## src/rtl/axi_wr_arb_pkg.sv

```systemverilog
// Shared types and widths for the AXI4 write-channel arbiter.
package axi_wr_arb_pkg;

    typedef enum logic [1:0] {
        ST_IDLE = 2'd0,
        ST_AW   = 2'd1,
        ST_W    = 2'd2,
        ST_B    = 2'd3
    } arb_state_e;

    localparam logic [1:0] RESP_OKAY = 2'b00;

    localparam int LEN_W   = 8;
    localparam int SIZE_W  = 3;
    localparam int BURST_W = 2;
    localparam int RESP_W  = 2;

endpackage

```

## src/rtl/axi_rr_arbiter.sv

```systemverilog
// Combinational round-robin pick: first requester at or after ptr+1 (mod N).
module axi_rr_arbiter #(
    parameter int N     = 2,
    parameter int IDX_W = 1
) (
    input  logic [N-1:0]     req,
    input  logic [IDX_W-1:0] ptr,
    output logic [N-1:0]     gnt,
    output logic [IDX_W-1:0] gnt_idx,
    output logic             gnt_vld
);

    always_comb begin
        gnt     = '0;
        gnt_idx = '0;
        gnt_vld = 1'b0;
        // i runs 1..N so the last master checked is the previous owner itself
        for (int i = 1; i <= N; i++) begin
            if (!gnt_vld && req[IDX_W'((int'(ptr) + i) % N)]) begin
                gnt_vld      = 1'b1;
                gnt_idx      = IDX_W'((int'(ptr) + i) % N);
                gnt[gnt_idx] = 1'b1;
            end
        end
    end

endmodule

```

## src/rtl/axi_full_wr_arbiter.sv

```systemverilog
// Round-robin sharing of one AXI4 write slave between NUM_MASTERS masters.
// Optional burst-length checker enabled by AXI_WR_ARB_LEN_CHECK_EN.
module axi_full_wr_arbiter
    import axi_wr_arb_pkg::*;
#(
    parameter int NUM_MASTERS    = 2,
    parameter int AXI_ID_WIDTH   = 1,
    parameter int AXI_DATA_WIDTH = 32,
    parameter int AXI_ADDR_WIDTH = 6
) (
    input  logic                                     S_AXI_ACLK,
    input  logic                                     S_AXI_ARESETN,
    input  logic [NUM_MASTERS*AXI_ID_WIDTH-1:0]      S_AXI_AWID,
    input  logic [NUM_MASTERS*AXI_ADDR_WIDTH-1:0]    S_AXI_AWADDR,
    input  logic [NUM_MASTERS*LEN_W-1:0]             S_AXI_AWLEN,
    input  logic [NUM_MASTERS*SIZE_W-1:0]            S_AXI_AWSIZE,
    input  logic [NUM_MASTERS*BURST_W-1:0]           S_AXI_AWBURST,
    input  logic [NUM_MASTERS-1:0]                   S_AXI_AWVALID,
    output logic [NUM_MASTERS-1:0]                   S_AXI_AWREADY,
    input  logic [NUM_MASTERS*AXI_DATA_WIDTH-1:0]    S_AXI_WDATA,
    input  logic [NUM_MASTERS*AXI_DATA_WIDTH/8-1:0]  S_AXI_WSTRB,
    input  logic [NUM_MASTERS-1:0]                   S_AXI_WLAST,
    input  logic [NUM_MASTERS-1:0]                   S_AXI_WVALID,
    output logic [NUM_MASTERS-1:0]                   S_AXI_WREADY,
    output logic [NUM_MASTERS*AXI_ID_WIDTH-1:0]      S_AXI_BID,
    output logic [NUM_MASTERS*RESP_W-1:0]            S_AXI_BRESP,
    output logic [NUM_MASTERS-1:0]                   S_AXI_BVALID,
    input  logic [NUM_MASTERS-1:0]                   S_AXI_BREADY,
    output logic [AXI_ID_WIDTH-1:0]                  M_AXI_AWID,
    output logic [AXI_ADDR_WIDTH-1:0]                M_AXI_AWADDR,
    output logic [LEN_W-1:0]                         M_AXI_AWLEN,
    output logic [SIZE_W-1:0]                        M_AXI_AWSIZE,
    output logic [BURST_W-1:0]                       M_AXI_AWBURST,
    output logic                                     M_AXI_AWVALID,
    input  logic                                     M_AXI_AWREADY,
    output logic [AXI_DATA_WIDTH-1:0]                M_AXI_WDATA,
    output logic [AXI_DATA_WIDTH/8-1:0]              M_AXI_WSTRB,
    output logic                                     M_AXI_WLAST,
    output logic                                     M_AXI_WVALID,
    input  logic                                     M_AXI_WREADY,
    input  logic [AXI_ID_WIDTH-1:0]                  M_AXI_BID,
    input  logic [RESP_W-1:0]                        M_AXI_BRESP,
    input  logic                                     M_AXI_BVALID,
    output logic                                     M_AXI_BREADY,
    output logic [NUM_MASTERS-1:0]                   grant,
    output logic                                     len_err
);

    localparam int IDX_W  = (NUM_MASTERS > 1) ? $clog2(NUM_MASTERS) : 1;
    localparam int STRB_W = AXI_DATA_WIDTH / 8;

    // Per-master views of the flat buses, master 0 in the LSBs
    logic [NUM_MASTERS-1:0][AXI_ID_WIDTH-1:0]   aw_id;
    logic [NUM_MASTERS-1:0][AXI_ADDR_WIDTH-1:0] aw_addr;
    logic [NUM_MASTERS-1:0][LEN_W-1:0]          aw_len;
    logic [NUM_MASTERS-1:0][SIZE_W-1:0]         aw_size;
    logic [NUM_MASTERS-1:0][BURST_W-1:0]        aw_burst;
    logic [NUM_MASTERS-1:0][AXI_DATA_WIDTH-1:0] w_data;
    logic [NUM_MASTERS-1:0][STRB_W-1:0]         w_strb;
    logic [NUM_MASTERS-1:0][AXI_ID_WIDTH-1:0]   b_id;
    logic [NUM_MASTERS-1:0][RESP_W-1:0]         b_resp;

    assign aw_id       = S_AXI_AWID;
    assign aw_addr     = S_AXI_AWADDR;
    assign aw_len      = S_AXI_AWLEN;
    assign aw_size     = S_AXI_AWSIZE;
    assign aw_burst    = S_AXI_AWBURST;
    assign w_data      = S_AXI_WDATA;
    assign w_strb      = S_AXI_WSTRB;
    assign S_AXI_BID   = b_id;
    assign S_AXI_BRESP = b_resp;

    arb_state_e             state;
    logic [IDX_W-1:0]       ptr;
    logic [IDX_W-1:0]       gidx;
    logic [NUM_MASTERS-1:0] arb_gnt;
    logic [IDX_W-1:0]       arb_idx;
    logic                   arb_vld;
    logic                   w_hs;
    logic                   b_hs;

    axi_rr_arbiter #(
        .N     (NUM_MASTERS),
        .IDX_W (IDX_W)
    ) u_rr (
        .req     (S_AXI_AWVALID),
        .ptr     (ptr),
        .gnt     (arb_gnt),
        .gnt_idx (arb_idx),
        .gnt_vld (arb_vld)
    );

    assign w_hs = (state == ST_W) && M_AXI_WVALID && M_AXI_WREADY;
    assign b_hs = (state == ST_B) && M_AXI_BVALID && M_AXI_BREADY;

    always_ff @(posedge S_AXI_ACLK or negedge S_AXI_ARESETN) begin
        if (!S_AXI_ARESETN) begin
            state         <= ST_IDLE;
            grant         <= '0;
            gidx          <= '0;
            ptr           <= '0;
            M_AXI_AWVALID <= 1'b0;
            M_AXI_AWID    <= '0;
            M_AXI_AWADDR  <= '0;
            M_AXI_AWLEN   <= '0;
            M_AXI_AWSIZE  <= '0;
            M_AXI_AWBURST <= '0;
        end else begin
            case (state)
                ST_IDLE: if (arb_vld) begin
                    grant         <= arb_gnt;
                    gidx          <= arb_idx;
                    M_AXI_AWVALID <= 1'b1;
                    M_AXI_AWID    <= aw_id[arb_idx];
                    M_AXI_AWADDR  <= aw_addr[arb_idx];
                    M_AXI_AWLEN   <= aw_len[arb_idx];
                    M_AXI_AWSIZE  <= aw_size[arb_idx];
                    M_AXI_AWBURST <= aw_burst[arb_idx];
                    state         <= ST_AW;
                end
                ST_AW: if (M_AXI_AWREADY) begin
                    M_AXI_AWVALID <= 1'b0;
                    ptr           <= gidx;
                    state         <= ST_W;
                end
                ST_W: if (w_hs && M_AXI_WLAST) state <= ST_B;
                ST_B: if (b_hs) begin
                    grant <= '0;
                    state <= ST_IDLE;
                end
                default: state <= ST_IDLE;
            endcase
        end
    end

    // Only the owner is routed; everyone else sees idle handshakes and OKAY
    always_comb begin
        S_AXI_AWREADY = '0;
        S_AXI_WREADY  = '0;
        S_AXI_BVALID  = '0;
        b_id          = '0;
        for (int i = 0; i < NUM_MASTERS; i++) b_resp[i] = RESP_OKAY;
        M_AXI_WVALID  = 1'b0;
        M_AXI_WDATA   = '0;
        M_AXI_WSTRB   = '0;
        M_AXI_WLAST   = 1'b0;
        M_AXI_BREADY  = 1'b0;
        case (state)
            ST_AW: S_AXI_AWREADY[gidx] = M_AXI_AWREADY;
            ST_W: begin
                M_AXI_WVALID       = S_AXI_WVALID[gidx];
                M_AXI_WDATA        = w_data[gidx];
                M_AXI_WSTRB        = w_strb[gidx];
                M_AXI_WLAST        = S_AXI_WLAST[gidx];
                S_AXI_WREADY[gidx] = M_AXI_WREADY;
            end
            ST_B: begin
                M_AXI_BREADY       = S_AXI_BREADY[gidx];
                S_AXI_BVALID[gidx] = M_AXI_BVALID;
                b_id[gidx]         = M_AXI_BID;
                b_resp[gidx]       = M_AXI_BRESP;
            end
            default: ;
        endcase
    end

`ifdef AXI_WR_ARB_LEN_CHECK_EN
    logic [LEN_W-1:0] beat_cnt;
    logic             len_err_q;

    // Count is the pre-increment beat index; AWLEN is the index of the last beat
    always_ff @(posedge S_AXI_ACLK or negedge S_AXI_ARESETN) begin
        if (!S_AXI_ARESETN) begin
            beat_cnt  <= '0;
            len_err_q <= 1'b0;
        end else if (state == ST_AW) begin
            beat_cnt <= '0;
        end else if (w_hs) begin
            beat_cnt <= beat_cnt + 1'b1;
            if (( M_AXI_WLAST && (beat_cnt != M_AXI_AWLEN)) ||
                (!M_AXI_WLAST && (beat_cnt == M_AXI_AWLEN)))
                len_err_q <= 1'b1;
        end
    end

    assign len_err = len_err_q;
`else
    assign len_err = 1'b0;
`endif

endmodule

```

## config.mk

```make
export PLATFORM = sky130hd
export DESIGN_NAME = axi_full_wr_arbiter
export DESIGN_NICKNAME = d
export VERILOG_FILES = /design/src/rtl/axi_wr_arb_pkg.sv /design/src/rtl/axi_rr_arbiter.sv /design/src/rtl/axi_full_wr_arbiter.sv
export SDC_FILE = /design/constraint.sdc
export NUM_CORES = 1
export LEC_CHECK = 0
export BUFFER_PORTS_ARGS = -buffer_cell sky130_fd_sc_hd__buf_2
export CAP_MARGIN = 20
export CORE_ASPECT_RATIO = 1.75
export CORE_UTILIZATION = 25
export DETAILED_ROUTE_END_ITERATION = 10
export PLACE_DENSITY = 0.6
export SYNTH_ARGS = -nofsm -noshare
export SYNTH_HDL_FRONTEND = slang
export SYNTH_SLANG_ARGS = --single-unit
```

## constraint.sdc

```tcl
create_clock -name S_AXI_ACLK -period 1.4 [get_ports S_AXI_ACLK]
set_input_delay 0.35 -clock S_AXI_ACLK [delete_from_list [all_inputs] [get_ports S_AXI_ACLK]]
set_output_delay 0.35 -clock S_AXI_ACLK [all_outputs]
set_load 0.05 [all_outputs]
```

==> metrics.json, run 1 <==
{
  "worst_setup_path": {
    "crit_type": "reg -> out",
    "end_kind": "output port",
    "startpoint_type": "flop",
    "critical_path_peak_fanout": 6,
    "worst_ep_required_time_ns": 1.05,
    "cp.arrival_ns": 1.51
  },
  "yosys": {
    "synth_top_cell_by_area": "sky130_fd_sc_hd__dfrtp_1",
    "yosys_register_bits": 27,
    "postSynthAreaPerCell_sq_um": 8.96,
    "mappedNetlistNets": 371,
    "synth_seq_area_share_pct": 31.8,
    "synthTopCellsByArea": "sky130_fd_sc_hd__dfrtp_1, sky130_fd_sc_hd__mux2i_1, sky130_fd_sc_hd__nor2b_1",
    "synth.top_cell.area_share_pct": 31.8,
    "yosys_warnings": 0,
    "post_synth_inst_count": 237,
    "synth.cell_area_sq_um": 2120,
    "post_synth_num_cell_types": 25
  },
  "timing": {
    "finalHoldWorstSlack_ns": 0.0170,
    "layout_worst_path_cycle_share_pct": 133,
    "post-route-worst-setup-slack_ns": -0.463,
    "finalClockSkew_ns": 0.00369,
    "rsz0062_at_grt": "yes",
    "drv_slew": 0,
    "max_clock_freq_mhz": 537,
    "finalSetupViolCount": 77,
    "layout_min_cycle_time_ns": 1.86,
    "final-hold-violation-count": 0
  },
  "routing": {
    "routed_wire_length_per_instance_um": 16.8,
    "first_iter_violations": 49,
    "via_per_inst": 4.88,
    "detail_route.wirelength_mm": 9.48,
    "detail-route-antenna-nets": 0,
    "drc_violation_count_after_routing": 0,
    "via_count": 2762,
    "dr.pass1.iters": 4
  },
  "power": {
    "peak_vdd_ir_mv": 1.43,
    "pwr_density_cell_nw_per_um2": 2460,
    "power_uw": 13700,
    "leakagePower_uw": 0.00246
  },
  "clocking": {
    "cts_root_buf": "sky130_fd_sc_hd__clkbuf_16",
    "htreeDepth": 1,
    "cts.clk_slew.worst_paths_ns": 0.07,
    "clock_sinks": 27,
    "post_cts_hold_buffer_count": 0,
    "clkLatencyLatePin_ns": 0.26,
    "clock_path_buffers": 2,
    "cts_inserted_buffers": 3,
    "cts_tree": "built"
  },
  "worst_hold_path": {
    "hold_path_class": "in -> async"
  },
  "status": {
    "failing_checks": "negative setup slack",
    "result_of_the_run": "finished, violations left"
  },
  "global_route": {
    "first_pass_grt_wire_length_mm": 13.3,
    "grt_antenna_before_repair": 1,
    "global_route.usage.total_pct": 19.1,
    "grt_start_max_net_pins": 30,
    "vias_in_the_first_global_route": 2794,
    "grt_remaining_overflow": 0
  },
  "finish": {
    "diodes": 0,
    "layout_common_cells": "sky130_fd_sc_hd__buf_2, sky130_fd_sc_hd__buf_6, sky130_fd_sc_hd__nor2b_4, sky130_fd_sc_hd__mux2i_4",
    "most_common_cell_after_layout_fill_and_taps_aside": "sky130_fd_sc_hd__buf_2",
    "fin_util_pct": 67.3,
    "stdcell_count": 566,
    "synthToLayoutAreaGrowth_pct": 162,
    "final_layout_size_suffix_gt1_share_pct": 86.1,
    "design.final.nets": 609
  },
  "floorplanning": {
    "count_of_standard_cell_rows": 44,
    "design.portCount": 203,
    "design.die.area_sq_um": 8890,
    "initial_core_util_pct": 25.7,
    "die_width_um": 71.7,
    "die-height_um": 124,
    "core_region_area_sq_um": 8260
  },
  "placed_design": {
    "post_dp_hpwl_mm": 5.63,
    "place_ws_ns": -0.296,
    "gp_routability_congestion": 0.732,
    "port-buffer-count": 200,
    "dp_cells": 531
  },
  "job": {
    "maxCapViolations": 0
  }
}
cell families after synthesis:
family                   after synthesis  share of synthesized area, %
AND/OR/NAND/NOR                       89                          22.6
multiplexers                          60                          28.5
other                                  1                         0.177
AO/OA/AOI/OAI                         32                          8.30
buffers and inverters                 22                          5.06
adder cells (fa/ha/maj)                6                          3.53
flip-flops                            27                          31.8
cell usage after synthesis:
| cell | n |
|---|---|
| sky130_fd_sc_hd__o2bb2ai_1 | 2 |
| sky130_fd_sc_hd__inv_1 | 3 |
| sky130_fd_sc_hd__nand3b_1 | 1 |
| sky130_fd_sc_hd__buf_2 | 8 |
| sky130_fd_sc_hd__o21ai_1 | 1 |
| sky130_fd_sc_hd__nand4_1 | 1 |
| sky130_fd_sc_hd__mux2i_1 | 59 |
| sky130_fd_sc_hd__buf_1 | 1 |
| sky130_fd_sc_hd__nor2_1 | 27 |
| sky130_fd_sc_hd__a21oi_1 | 24 |
| sky130_fd_sc_hd__conb_1 | 1 |
| sky130_fd_sc_hd__o21ai_0 | 2 |
| sky130_fd_sc_hd__and2_1 | 4 |
| sky130_fd_sc_hd__ha_1 | 6 |
| sky130_fd_sc_hd__mux2_4 | 1 |
| sky130_fd_sc_hd__buf_4 | 4 |
| sky130_fd_sc_hd__dfrtp_1 | 27 |
| sky130_fd_sc_hd__a21o_1 | 2 |
| sky130_fd_sc_hd__nand3_1 | 2 |
| sky130_fd_sc_hd__nand2_1 | 4 |
| sky130_fd_sc_hd__and3_1 | 6 |
| sky130_fd_sc_hd__clkbuf_1 | 6 |
| sky130_fd_sc_hd__nand4b_1 | 1 |
| sky130_fd_sc_hd__a32oi_1 | 1 |
| sky130_fd_sc_hd__nor2b_1 | 43 |
worst max-delay path, stage by stage, from the launching register on:
cell                      delay (ns)
sky130_fd_sc_hd__dfrtp_2        0.46
sky130_fd_sc_hd__buf_12         0.15
sky130_fd_sc_hd__buf_16         0.15
sky130_fd_sc_hd__mux2i_4        0.20
sky130_fd_sc_hd__nor2b_4        0.12
sky130_fd_sc_hd__buf_6          0.16
layer usage:
layer  track usage, %  wire, um  vias to the layer above
met5                0        13                        -
met4             4.17        99                        2
met3             4.94       892                       12
met2             38.6      5340                      158
met1             18.9      3140                     1302
li1                 -         -                     1288
through the flow:
| step | cell area, sq um | setup TNS, ns |
|---|---|---|
| CTS | 5270 | -27.30 |
| global placement | 3740 | -11.71 |
| floorplan | 2550 | -5.79 |
| detailed placement | 3740 | -13.69 |
| finish | 5560 | -25.91 |
| global route | 5560 | -29.93 |
state kept, by name, summed over array words and instances, names as in the netlist:
name,cells
M_AXI_AWADDR,6
M_AXI_AWLEN,8
M_AXI_AWBURST,2
grant,2
M_AXI_AWVALID,1
M_AXI_AWID,1
M_AXI_AWSIZE,3
gidx,1
state,2
ptr,1
worst paths after layout:
| check | startpoint | slack (ns) | endpoint | depth (start not counted) |
|---|---|---|---|---|
| setup / recovery | gidx | -0.46 | M_AXI_WDATA[8] | 5 |
| hold / removal | S_AXI_ARESETN | 0.02 | M_AXI_AWADDR[3] | 2 |
| setup reg to reg | state[0] | -0.28 | grant[1] | 8 |
| hold reg to reg | grant[0] | 0.52 | grant[0] | 1 |
| max in group asynchronous | S_AXI_ARESETN | 1.22 | gidx | 2 |
| min in group S_AXI_ACLK | S_AXI_AWSIZE[4] | 0.38 | M_AXI_AWSIZE[1] | 3 |
where the power goes:
part	switching (uW)	leakage, uW	total [uW]	internal (uW)
sequential	428	0.000300	1600	1170
combinational	6010	0.00211	11400	5390
clock	283	0.0000415	678	395
final cells by class:
class | count | area (sq um)
inverters | 3 | 13.8
clock inverters | 1 | 8.76
fillers | 566 | 2700
well taps | 92 | 115
flip-flops and latches | 27 | 678
repair buffers | 252 | 2140
clock buffers | 3 | 75.1
multi-input cells | 188 | 2530
repair_timing:
item	in CTS	in global routing
setup buffers	17	9
gates cloned	9	1
resized for setup	253	62
pin swaps	12	13
endpoints found under the setup margin	77	77
Note: power is estimated with default switching activity, not from simulation.
==> run 2: changes to the inputs <==
--- a/config.mk
+++ b/config.mk
@@ -8,6 +8,7 @@
 export BUFFER_PORTS_ARGS = -buffer_cell sky130_fd_sc_hd__buf_2
 export CAP_MARGIN = 20
 export CORE_ASPECT_RATIO = 1.75
+export CORE_MARGIN = 10
 export CORE_UTILIZATION = 25
 export DETAILED_ROUTE_END_ITERATION = 10
 export PLACE_DENSITY = 0.6
==> metrics.json, run 2 (synthesis gave the netlist of run 1 again) <==
{
  "status": {
    "result_of_the_run": "finished, violations left",
    "failing_checks": "negative setup slack"
  },
  "power": {
    "leakagePower_uw": 0.00238,
    "pwr_density_cell_nw_per_um2": 2460,
    "peak_vdd_ir_mv": 1.50
  },
  "floorplanning": {
    "die_width_um": 89.7,
    "initial_core_util_pct": 25.6,
    "die-height_um": 142,
    "design.portCount": 203,
    "count_of_standard_cell_rows": 44,
    "core_region_area_sq_um": 8310,
    "design.die.area_sq_um": 12700
  },
  "timing": {
    "worstMarginPinSlew_ns": 0.629,
    "worst_slew_margin_rel_pct": 58.1,
    "finalClockSkew_ns": 0.00519,
    "finalHoldWorstSlack_ns": 0.0969,
    "post-route-worst-setup-slack_ns": -0.476,
    "layout_worst_path_cycle_share_pct": 134,
    "max_clock_freq_mhz": 533,
    "final-hold-violation-count": 0,
    "layout_min_cycle_time_ns": 1.88,
    "finalSetupViolCount": 78,
    "drv_slew": 0,
    "rsz0062_at_grt": "yes"
  },
  "global_route": {
    "first_pass_grt_wire_length_mm": 15.8,
    "grt_remaining_overflow": 0,
    "grt_start_max_net_pins": 28,
    "vias_in_the_first_global_route": 3082,
    "grt_antenna_before_repair": 0,
    "global_route.usage.total_pct": 15.7
  },
  "worst_setup_path": {
    "crit_type": "reg -> out",
    "worst-r2r-setup-slack_ns": -0.32,
    "startpoint_type": "flop",
    "critical_path_peak_fanout": 8,
    "end_kind": "output port",
    "cp.arrival_ns": 1.53,
    "worst_ep_required_time_ns": 1.05
  },
  "routing": {
    "routed_wire_length_per_instance_um": 18.6,
    "dr.pass1.iters": 4,
    "drc_violation_count_after_routing": 0,
    "detail-route-antenna-nets": 0,
    "via_count": 2668,
    "via_per_inst": 4.56,
    "detail_route.wirelength_mm": 10.9,
    "first_iter_violations": 37
  },
  "clocking": {
    "clock_sinks": 27,
    "cts_tree": "built",
    "htreeDepth": 1,
    "cts_inserted_buffers": 3,
    "clkLatencyLatePin_ns": 0.27,
    "cts.clk_slew.worst_paths_ns": 0.07,
    "cts_root_buf": "sky130_fd_sc_hd__clkbuf_16",
    "clock_path_buffers": 2
  },
  "placed_design": {
    "post_dp_hpwl_mm": 7.21,
    "port-buffer-count": 200,
    "placement.cell_area_sq_um": 3740,
    "gp_routability_congestion": 0.725
  },
  "finish": {
    "diodes": 0,
    "design.final.nets": 605,
    "synthToLayoutAreaGrowth_pct": 149,
    "largest_register_ff_count": 8,
    "registers_with_the_highest_flip_flop_counts": "M_AXI_AWLEN: 8 flops, M_AXI_AWADDR: 6 flops, M_AXI_AWSIZE: 3 flops",
    "final_layout_size_suffix_gt1_share_pct": 82.6,
    "most_common_cell_after_layout_fill_and_taps_aside": "sky130_fd_sc_hd__buf_2",
    "top_register": "M_AXI_AWLEN",
    "postLayoutCellArea_sq_um": 5280,
    "layout_common_cells": "sky130_fd_sc_hd__buf_2, sky130_fd_sc_hd__nor2b_4, sky130_fd_sc_hd__buf_6, sky130_fd_sc_hd__mux2i_4, sky130_fd_sc_hd__dfrtp_1"
  },
  "worst_hold_path": {
    "hold_path_class": "in -> async"
  },
  "job": {
    "maxCapViolations": 0
  }
}
[run 2: cell count changes in the layout (fill, tap and decap cells not counted), sizes merged]
cell    previous run  this run
buf              251       247
clkbuf             4         5
inv                4         3
[run 2: worst paths after layout]
| kind | start | endpoint | depth (start not counted) |
|---|---|---|---|
| hold reg to reg | grant[1] | grant[1] | 1 |
| setup reg to reg | gidx | state[1] | 7 |
| max in group asynchronous | S_AXI_ARESETN | state[0] | 1 |
| min in group S_AXI_ACLK | S_AXI_AWLEN[9] | M_AXI_AWLEN[1] | 3 |
| setup / recovery | gidx | M_AXI_WDATA[3] | 5 |
| hold / removal | S_AXI_ARESETN | M_AXI_AWADDR[4] | 1 |
[run 2: final cells by class]
cell class / count / area, sq um
fill: 635 / 3030
inverter: 3 / 18.8
sequential: 27 / 679
timing repair buffer: 248 / 2040
tap: 115 / 144
multi-input combinational: 188 / 2320
clock buffer: 4 / 78.8
[run 2: through the flow]
| step | setup TNS, ns | worst slack [ns] | total power [uW] | util (%) | instances |
|---|---|---|---|---|---|
| 5_1_grt | -30.47 | -0.515 | 13600 | 63.5 | 585 |
| 3_5_place_dp | -18.19 | -0.302 | 8980 | 45.0 | 553 |
| 3_3_place_gp | -16.29 | -0.282 | 8900 | 45.0 | 553 |
| 2_1_floorplan | -5.79 | -0.161 | 7320 | - | 237 |
| 6_report | -26.69 | -0.476 | 13000 | 63.5 | 585 |
| 4_1_cts | -27.50 | -0.473 | 12400 | 60.4 | 577 |
[run 2: power by group]
| group | total, uW | leakage (uW) | internal (uW) | switching [uW] |
|---|---|---|---|---|
| Clock | 661 | 0.0000382 | 391 | 270 |
| Combinational | 10800 | 0.00204 | 4980 | 5830 |
| Sequential | 1520 | 0.000299 | 1170 | 347 |
[run 2: metal layers]
layer / vias up / track usage, % / wire length, um
li1: 1277 / - / -
met4: 0 / 3.87 / 167
met1: 1245 / 15.5 / 3560
met3: 11 / 4.64 / 1110
met5: - / 0 / 0
met2: 135 / 30.3 / 6030
[run 2: critical path, cell delays in order, from the launching register on]
cell and delay, ns:
sky130_fd_sc_hd__dfrtp_2 0.43, sky130_fd_sc_hd__buf_6 0.15, sky130_fd_sc_hd__buf_12 0.17, sky130_fd_sc_hd__mux2i_4 0.28
sky130_fd_sc_hd__nor2b_4 0.06, sky130_fd_sc_hd__buf_6 0.15
[run 2: what timing repair did]
item	4_1_cts	5_1_grt
setup buffers	12	7
cloned	8	2
resized for setup	222	48
setup endpoints to repair	77	78
pin swaps	2	9
hold buffers	0	0
